`src/rtl/gpio_apb_pkg.sv`:
```
// gpio_apb_pkg: shared FSM state encodings and APB data/strobe widths for the gpio APB arbiter
package gpio_apb_pkg;
  localparam int DATA_W = 32;
  localparam int STRB_W = 4;
  localparam logic [1:0] IDLE = 2'd0;
  localparam logic [1:0] SETUP = 2'd1;
  localparam logic [1:0] ACCESS = 2'd2;
  localparam logic [1:0] DONE = 2'd3;
endpackage

```
`src/rtl/gpio_apb_arbiter_if.sv`:
```
// gpio_apb_arbiter_if: requester bus (req_*/rsp_*) plus APB bus (p*) between requesters, arbiter and gpio_controller
// master: arbiter view (takes requests and APB slave responses, drives responses and APB requests)
// slave: environment view (requesters and APB slave)
interface gpio_apb_arbiter_if #(parameter int NUM_REQ = 3, parameter int ADDR_W = 12);
  import gpio_apb_pkg::*;
  logic [NUM_REQ-1:0] req_valid;
  logic [NUM_REQ-1:0] req_write;
  logic [NUM_REQ*ADDR_W-1:0] req_addr;
  logic [NUM_REQ*DATA_W-1:0] req_wdata;
  logic [NUM_REQ*STRB_W-1:0] req_strb;
  logic [NUM_REQ-1:0] rsp_valid;
  logic [DATA_W-1:0] rsp_rdata;
  logic rsp_err;
  logic [ADDR_W-1:0] paddr;
  logic pwrite;
  logic psel;
  logic penable;
  logic [STRB_W-1:0] pstrb;
  logic [DATA_W-1:0] pwdata;
  logic [DATA_W-1:0] prdata;
  logic pready;
  logic pslverr;
  modport master(
    input req_valid, req_write, req_addr, req_wdata, req_strb, prdata, pready, pslverr,
    output rsp_valid, rsp_rdata, rsp_err, paddr, pwrite, psel, penable, pstrb, pwdata
  );
  modport slave(
    output req_valid, req_write, req_addr, req_wdata, req_strb, prdata, pready, pslverr,
    input rsp_valid, rsp_rdata, rsp_err, paddr, pwrite, psel, penable, pstrb, pwdata
  );
endinterface

```
`src/rtl/gpio_rr_arbiter.sv`:
```
// gpio_rr_arbiter: combinational round-robin pick; ports req/ptr in, one-hot grant, binary idx and any out
module gpio_rr_arbiter #(
  parameter int NUM_REQ = 3,
  localparam int IDX_W = $clog2(NUM_REQ)
) (
  input logic [NUM_REQ-1:0] req,
  input logic [IDX_W-1:0] ptr,
  output logic [NUM_REQ-1:0] grant,
  output logic [IDX_W-1:0] idx,
  output logic any
);
  logic [NUM_REQ-1:0] rot;
  logic [IDX_W:0] sum;
  assign any = |req;
  // rotate so bit 0 is the pointer position, take the lowest set bit, then map back modulo NUM_REQ
  always_comb begin
    rot = NUM_REQ'({req, req} >> ptr);
    sum = '0;
    for (int j = NUM_REQ - 1; j >= 0; j--)
      if (rot[j]) sum = {1'b0, ptr} + (IDX_W+1)'(j);
    idx = sum >= (IDX_W+1)'(NUM_REQ) ? IDX_W'(sum - (IDX_W+1)'(NUM_REQ)) : IDX_W'(sum);
    grant = any ? NUM_REQ'(1) << idx : '0;
  end
endmodule

```
`src/rtl/gpio_apb_arbiter.sv`:
```
// gpio_apb_arbiter: round-robin share of one APB slave port among NUM_REQ requesters with timeout
// ports: clk, rst (async active-high), bus (gpio_apb_arbiter_if.master: req_*/rsp_* requester side, p* APB side)
module gpio_apb_arbiter
  import gpio_apb_pkg::*;
#(
  parameter int NUM_REQ = 3,
  parameter int ADDR_W = 12,
  parameter int TIMEOUT = 64
) (
  input logic clk,
  input logic rst,
  gpio_apb_arbiter_if.master bus
);
  localparam int IDX_W = $clog2(NUM_REQ);
  localparam int CNT_W = $clog2(TIMEOUT);
  logic [1:0] state;
  logic [IDX_W-1:0] ptr;
  logic [NUM_REQ-1:0] gnt;
  logic [CNT_W-1:0] cnt;
  logic [NUM_REQ-1:0] grant;
  logic [IDX_W-1:0] idx;
  logic any;
  gpio_rr_arbiter #(.NUM_REQ(NUM_REQ)) u_rr (
    .req(bus.req_valid),
    .ptr(ptr),
    .grant(grant),
    .idx(idx),
    .any(any)
  );
  always_ff @(posedge clk or posedge rst) begin
    if (rst) begin
      state <= IDLE;
      ptr <= '0;
      gnt <= '0;
      cnt <= '0;
      bus.psel <= 1'b0;
      bus.penable <= 1'b0;
      bus.paddr <= '0;
      bus.pwrite <= 1'b0;
      bus.pwdata <= '0;
      bus.pstrb <= '0;
      bus.rsp_valid <= '0;
      bus.rsp_rdata <= '0;
      bus.rsp_err <= 1'b0;
    end else begin
      bus.rsp_valid <= '0;
      case (state)
        IDLE: if (any) begin
          gnt <= grant;
          bus.paddr <= bus.req_addr[idx*ADDR_W +: ADDR_W];
          bus.pwrite <= bus.req_write[idx];
          bus.pwdata <= bus.req_wdata[idx*DATA_W +: DATA_W];
          bus.pstrb <= bus.req_write[idx] ? bus.req_strb[idx*STRB_W +: STRB_W] : '0;
          bus.psel <= 1'b1;
          ptr <= idx == IDX_W'(NUM_REQ - 1) ? '0 : idx + 1'b1;
          state <= SETUP;
        end
        SETUP: begin
          bus.penable <= 1'b1;
          state <= ACCESS;
        end
        ACCESS: if (bus.pready || cnt == CNT_W'(TIMEOUT - 1)) begin
          // pready takes priority over a coincident timeout
          bus.rsp_rdata <= bus.pready && !bus.pwrite ? bus.prdata : '0;
          bus.rsp_err <= bus.pready ? bus.pslverr : 1'b1;
          bus.rsp_valid <= gnt;
          bus.psel <= 1'b0;
          bus.penable <= 1'b0;
          cnt <= '0;
          state <= DONE;
        end else begin
          cnt <= cnt + 1'b1;
        end
        default: state <= IDLE;
      endcase
    end
  end
endmodule
```
`src/flat_wrapper.sv`:
```
// flat-port wrapper written by rule: the top's interface ports become plain ports
module gpio_apb_arbiter_flat import gpio_apb_pkg::*;
#(
  parameter int NUM_REQ = 3,
  parameter int ADDR_W = 12,
  parameter int TIMEOUT = 64
)
  (clk, rst, bus_req_valid, bus_req_write, bus_req_addr, bus_req_wdata, bus_req_strb, bus_prdata, bus_pready, bus_pslverr, bus_rsp_valid, bus_rsp_rdata, bus_rsp_err, bus_paddr, bus_pwrite, bus_psel, bus_penable, bus_pstrb, bus_pwdata);
  gpio_apb_arbiter_if #(.NUM_REQ(NUM_REQ), .ADDR_W(ADDR_W)) bus_i ();
  input logic clk;
  input logic rst;
  input wire logic [$bits(bus_i.req_valid)-1:0] bus_req_valid;
  input wire logic [$bits(bus_i.req_write)-1:0] bus_req_write;
  input wire logic [$bits(bus_i.req_addr)-1:0] bus_req_addr;
  input wire logic [$bits(bus_i.req_wdata)-1:0] bus_req_wdata;
  input wire logic [$bits(bus_i.req_strb)-1:0] bus_req_strb;
  input wire logic [$bits(bus_i.prdata)-1:0] bus_prdata;
  input wire logic [$bits(bus_i.pready)-1:0] bus_pready;
  input wire logic [$bits(bus_i.pslverr)-1:0] bus_pslverr;
  output wire logic [$bits(bus_i.rsp_valid)-1:0] bus_rsp_valid;
  output wire logic [$bits(bus_i.rsp_rdata)-1:0] bus_rsp_rdata;
  output wire logic [$bits(bus_i.rsp_err)-1:0] bus_rsp_err;
  output wire logic [$bits(bus_i.paddr)-1:0] bus_paddr;
  output wire logic [$bits(bus_i.pwrite)-1:0] bus_pwrite;
  output wire logic [$bits(bus_i.psel)-1:0] bus_psel;
  output wire logic [$bits(bus_i.penable)-1:0] bus_penable;
  output wire logic [$bits(bus_i.pstrb)-1:0] bus_pstrb;
  output wire logic [$bits(bus_i.pwdata)-1:0] bus_pwdata;
  assign bus_i.req_valid = bus_req_valid;
  assign bus_i.req_write = bus_req_write;
  assign bus_i.req_addr = bus_req_addr;
  assign bus_i.req_wdata = bus_req_wdata;
  assign bus_i.req_strb = bus_req_strb;
  assign bus_i.prdata = bus_prdata;
  assign bus_i.pready = bus_pready;
  assign bus_i.pslverr = bus_pslverr;
  assign bus_rsp_valid = bus_i.rsp_valid;
  assign bus_rsp_rdata = bus_i.rsp_rdata;
  assign bus_rsp_err = bus_i.rsp_err;
  assign bus_paddr = bus_i.paddr;
  assign bus_pwrite = bus_i.pwrite;
  assign bus_psel = bus_i.psel;
  assign bus_penable = bus_i.penable;
  assign bus_pstrb = bus_i.pstrb;
  assign bus_pwdata = bus_i.pwdata;
  gpio_apb_arbiter #(.NUM_REQ(NUM_REQ), .ADDR_W(ADDR_W), .TIMEOUT(TIMEOUT)) u_core (.clk(clk), .rst(rst), .bus(bus_i));
endmodule
```
`config.mk`:
```
export PLATFORM = sky130hd
export DESIGN_NAME = gpio_apb_arbiter_flat
export DESIGN_NICKNAME = d
export VERILOG_FILES = /design/src/rtl/gpio_apb_pkg.sv /design/src/rtl/gpio_apb_arbiter_if.sv /design/src/rtl/gpio_rr_arbiter.sv /design/src/rtl/gpio_apb_arbiter.sv /design/src/flat_wrapper.sv
export SDC_FILE = /design/constraint.sdc
export NUM_CORES = 1
export LEC_CHECK = 0
export CORE_ASPECT_RATIO = 0.6
export CORE_MARGIN = 5
export CORE_UTILIZATION = 35
export CTS_CLUSTER_SIZE = 30
export DETAILED_ROUTE_END_ITERATION = 10
export PLACE_DENSITY = 0.83
export SETUP_SLACK_MARGIN = 0.2
export SKIP_CTS_REPAIR_TIMING = 1
export SYNTH_ARGS = -nofsm -noshare
export SYNTH_HDL_FRONTEND = slang
export SYNTH_HIERARCHICAL = 1
export SYNTH_SLANG_ARGS = --single-unit
```
`constraint.sdc`:
```
create_clock -name clk -period 3.8 [get_ports clk]
set_input_delay 0.76 -clock clk [delete_from_list [all_inputs] [get_ports clk]]
set_output_delay 0.76 -clock clk [all_outputs]
set_load 0.01 [all_outputs]
```
==> out/metrics.yaml <==
route:
  routed_wl_mm: 17.7
  first_pass_iters: 5
  viasPerCell: 4.86
  avgRoutedWirePerCell_um: 16.8
  ant_nets: 0
  vias: 5109
  first_iter_violations: 360
  drc: 0
sta:
  tightest_slew_ns: 1.20
  setup_viol: 0
  final-max-slew-violation-count: 0
  fin_crit_ns: 3.37
  hold_viol: 0
  rsz0062_at_grt: "false"
  slew_headroom: 0.198
  timing.hold.ws_ns: 0.480
  fin_crit_sh: 0.888
  fin_skew_ns: 0.00801
  max_freq_ghz: 0.296
clocking:
  clockBufferDepth: 2
  path_clk_slew_ns: 0.07
  clkLatencyLatePin_ns: 0.34
  clock_sinks: 100
  cts_tree: "yes"
  root_buffer: "clkbuf_16"
  htreeDepth: 3
  cts_buffers: 9
die:
  coreArea_um2: 14700
  die_h_um: 106
  dieArea_um2: 17900
  die_x_um: 169
  core.rowCount: 34
  start_util: 0.362
  ios: 273
worst_setup_path:
  slowest_delay_ns: 0.56
  worst_path_max_delay_cell: "clkdlybuf4s50_1"
  cp_data_required_time_ns: 4.01
  crit_arrival_ns: 3.58
  worst-path-buf-inv: 3
  cp_max_fo: 29
  critPathTopFamily: "buffers and inverters"
  critPathKind: "in -> reg"
  crit_path_cell_trace: "clkdlybuf4s50_1, or2b_4, o221ai_2, or2b_1, mux2i_4, buf_6, buf_12, mux2i_1, nor2_1, a21oi_1, o21ai_0"
  crit_path_end_kind: "flip-flop"
  critPathLaunchType: "primary input"
grt:
  antenna_found_initial: 0
  grt_start_max_net_pins: 59
  gr-total-overflow: 0
  track_usage: 0.187
  grt_pass1_vias: 5096
  grt_pass1_wl_mm: 27.3
final_layout:
  regArea_um2: 2500
  syn2layout_area_growth_pct: 60.9
  diodes: 0
  fin_nets: 1040
  multiInputGateArea_um2: 2590
  fillers: 1353
  drive_gt1_frac: 0.0645
pwr:
  powerDensity_nw_per_um2: 733
  finalPower_uw: 6290
  ir_drop_v: 0.000336
  cellLeakagePower_uw: 0.00359
logic_synthesis:
  synth_edf_count: 0
  synthesis.nets: 782
  syn_area_um2: 5330
  synth_flop_cell: "dfrtp_1"
  syn_avg_cell_area_um2: 9.02
  ys_async_sr_fraction: 1.00
  yosys_warnings: 6
  synth.distinct_cells: 50
  synth_seq_cells: 100
  yosysSeqAreaShare: 0.470
  synthCells: 591
status:
  outcome: "complete, no violations"
flow_run:
  drv_cap: 0
place:
  post-dp-hpwl_mm: 13.4
  port_buffers: 272
  routabilityCongestion: 0.860
hold_path:
  min_path_type: "reg -> reg"
## flip-flops by register name (all words and copies together), names as in the netlist, 2 cells and up
signal / count
u_core/gnt: 3
u_core/state: 2
u_core/bus.pwdata: 32
u_core/bus.rsp_rdata: 32
u_core/bus.rsp_valid: 3
u_core/bus.paddr: 12
u_core/bus.pstrb: 4
u_core/cnt: 6
u_core/ptr: 2
## cell usage in the layout, fill, tap and decap left out, types with 2 or more instances in the layout
master           count
a211oi_1             4
a21oi_1             46
and2_1               2
and3_1               3
and3b_1              2
buf_12               3
buf_4               15
clkbuf_16            9
clkbuf_8             2
clkdlybuf4s50_1    272
dfrtp_1            100
ha_1                 5
inv_1                3
mux2i_1             52
nand2_1             72
nand2_2              2
nand2b_1            37
nand3_1             32
nand3_2              2
nor2_1              61
nor2b_1              2
nor3_1               4
o21ai_0             44
o21ai_1             40
o21bai_1             3
o2bb2ai_1            2
## routing by layer
metal | GRT usage | wire length [um] | vias to the layer above
met4 | 0.0333 | 182 | 0
met2 | 0.299 | 8140 | 172
met5 | 0 | 0 | -
li1 | - | - | 2529
met3 | 0.0498 | 1310 | 11
met1 | 0.258 | 8050 | 2397
## cell families after synthesis
| kind of cell | count (synthesis) | synth area share |
|---|---|---|
| flops | 100 | 0.470 |
| xor+xnor | 2 | 0.00329 |
| buf+inv | 50 | 0.0526 |
| compound gates | 150 | 0.156 |
| mux | 55 | 0.104 |
| fa+ha+maj | 5 | 0.0117 |
| simple gates | 229 | 0.202 |
## power breakdown
part | internal, uW | switching, uW | total [uW] | leakage [uW]
logic | 1760 | 1860 | 3620 | 0.00217
registers | 1490 | 242 | 1740 | 0.00128
clock network | 545 | 386 | 930 | 0.000145
## cells in the mapped netlist (2+ instances only)
| cell type | n | area, um^2 |
|---|---|---|
| dfrtp_1 | 100 | 2500 |
| nand2_1 | 74 | 278 |
| nor2_1 | 61 | 229 |
| mux2i_1 | 53 | 531 |
| a21oi_1 | 46 | 230 |
| o21ai_0 | 45 | 225 |
| o21ai_1 | 40 | 200 |
| nand2b_1 | 37 | 231 |
| nand3_1 | 32 | 160 |
| clkbuf_1 | 17 | 63.8 |
| buf_2 | 11 | 55.1 |
| buf_6 | 7 | 78.8 |
| buf_4 | 6 | 45.0 |
| ha_1 | 5 | 62.6 |
| a211oi_1 | 4 | 30.0 |
| inv_1 | 4 | 15.0 |
| nor3_1 | 4 | 20.0 |
| and3_1 | 3 | 18.8 |
| buf_1 | 3 | 11.3 |
| nor2b_1 | 3 | 18.8 |
| o21bai_1 | 3 | 22.5 |
| and2_1 | 2 | 12.5 |
| and3b_1 | 2 | 17.5 |
| nand3_2 | 2 | 20.0 |
| o2bb2ai_1 | 2 | 17.5 |
## area by class of cell
class                      instances  share of cell area
tap                              198              0.0289
clock inverter                     3             0.00540
multi-input combinational        442               0.302
inverter                           5             0.00248
sequential                       100               0.292
timing repair buffer             291               0.339
clock buffer                      12              0.0299
## worst min-delay path: stages (launching register included)
cell and delay (ns):
dfrtp_1 0.34, nand2_1 0.05, nand2_1 0.06
## stage by stage
stage,TNS [ns],cell area [um^2],util,worst slack (ns),cells
after detailed placement,-0.310,8260,0.561,-0.0517,1035
after global placement,0,8260,0.561,0.0633,1035
after floorplan,0,5330,-,0.421,591
after CTS,0,8560,0.582,0.311,1050
final,0,8570,0.582,0.427,1051
after global routing,0,8570,0.582,0.236,1051
## path summary, 6_finish.rpt
path	start	end	slack, ns	cells after the start
worst max-delay path	bus_req_valid[1]	u_core/bus.pwdata[4]	0.43	11
worst min-delay path	u_core/gnt[1]	u_core/gnt[1]	0.48	2
worst max register to register	u_core/ptr[0]	u_core/bus.pwdata[4]	0.71	12
worst min register to register	u_core/gnt[1]	u_core/gnt[1]	0.48	2
max in group asynchronous	rst	u_core/ptr[0]	2.22	3
min in group asynchronous	rst	u_core/bus.rsp_rdata[29]	0.85	2
No activity file was read; power rests on OpenSTA's default activity.
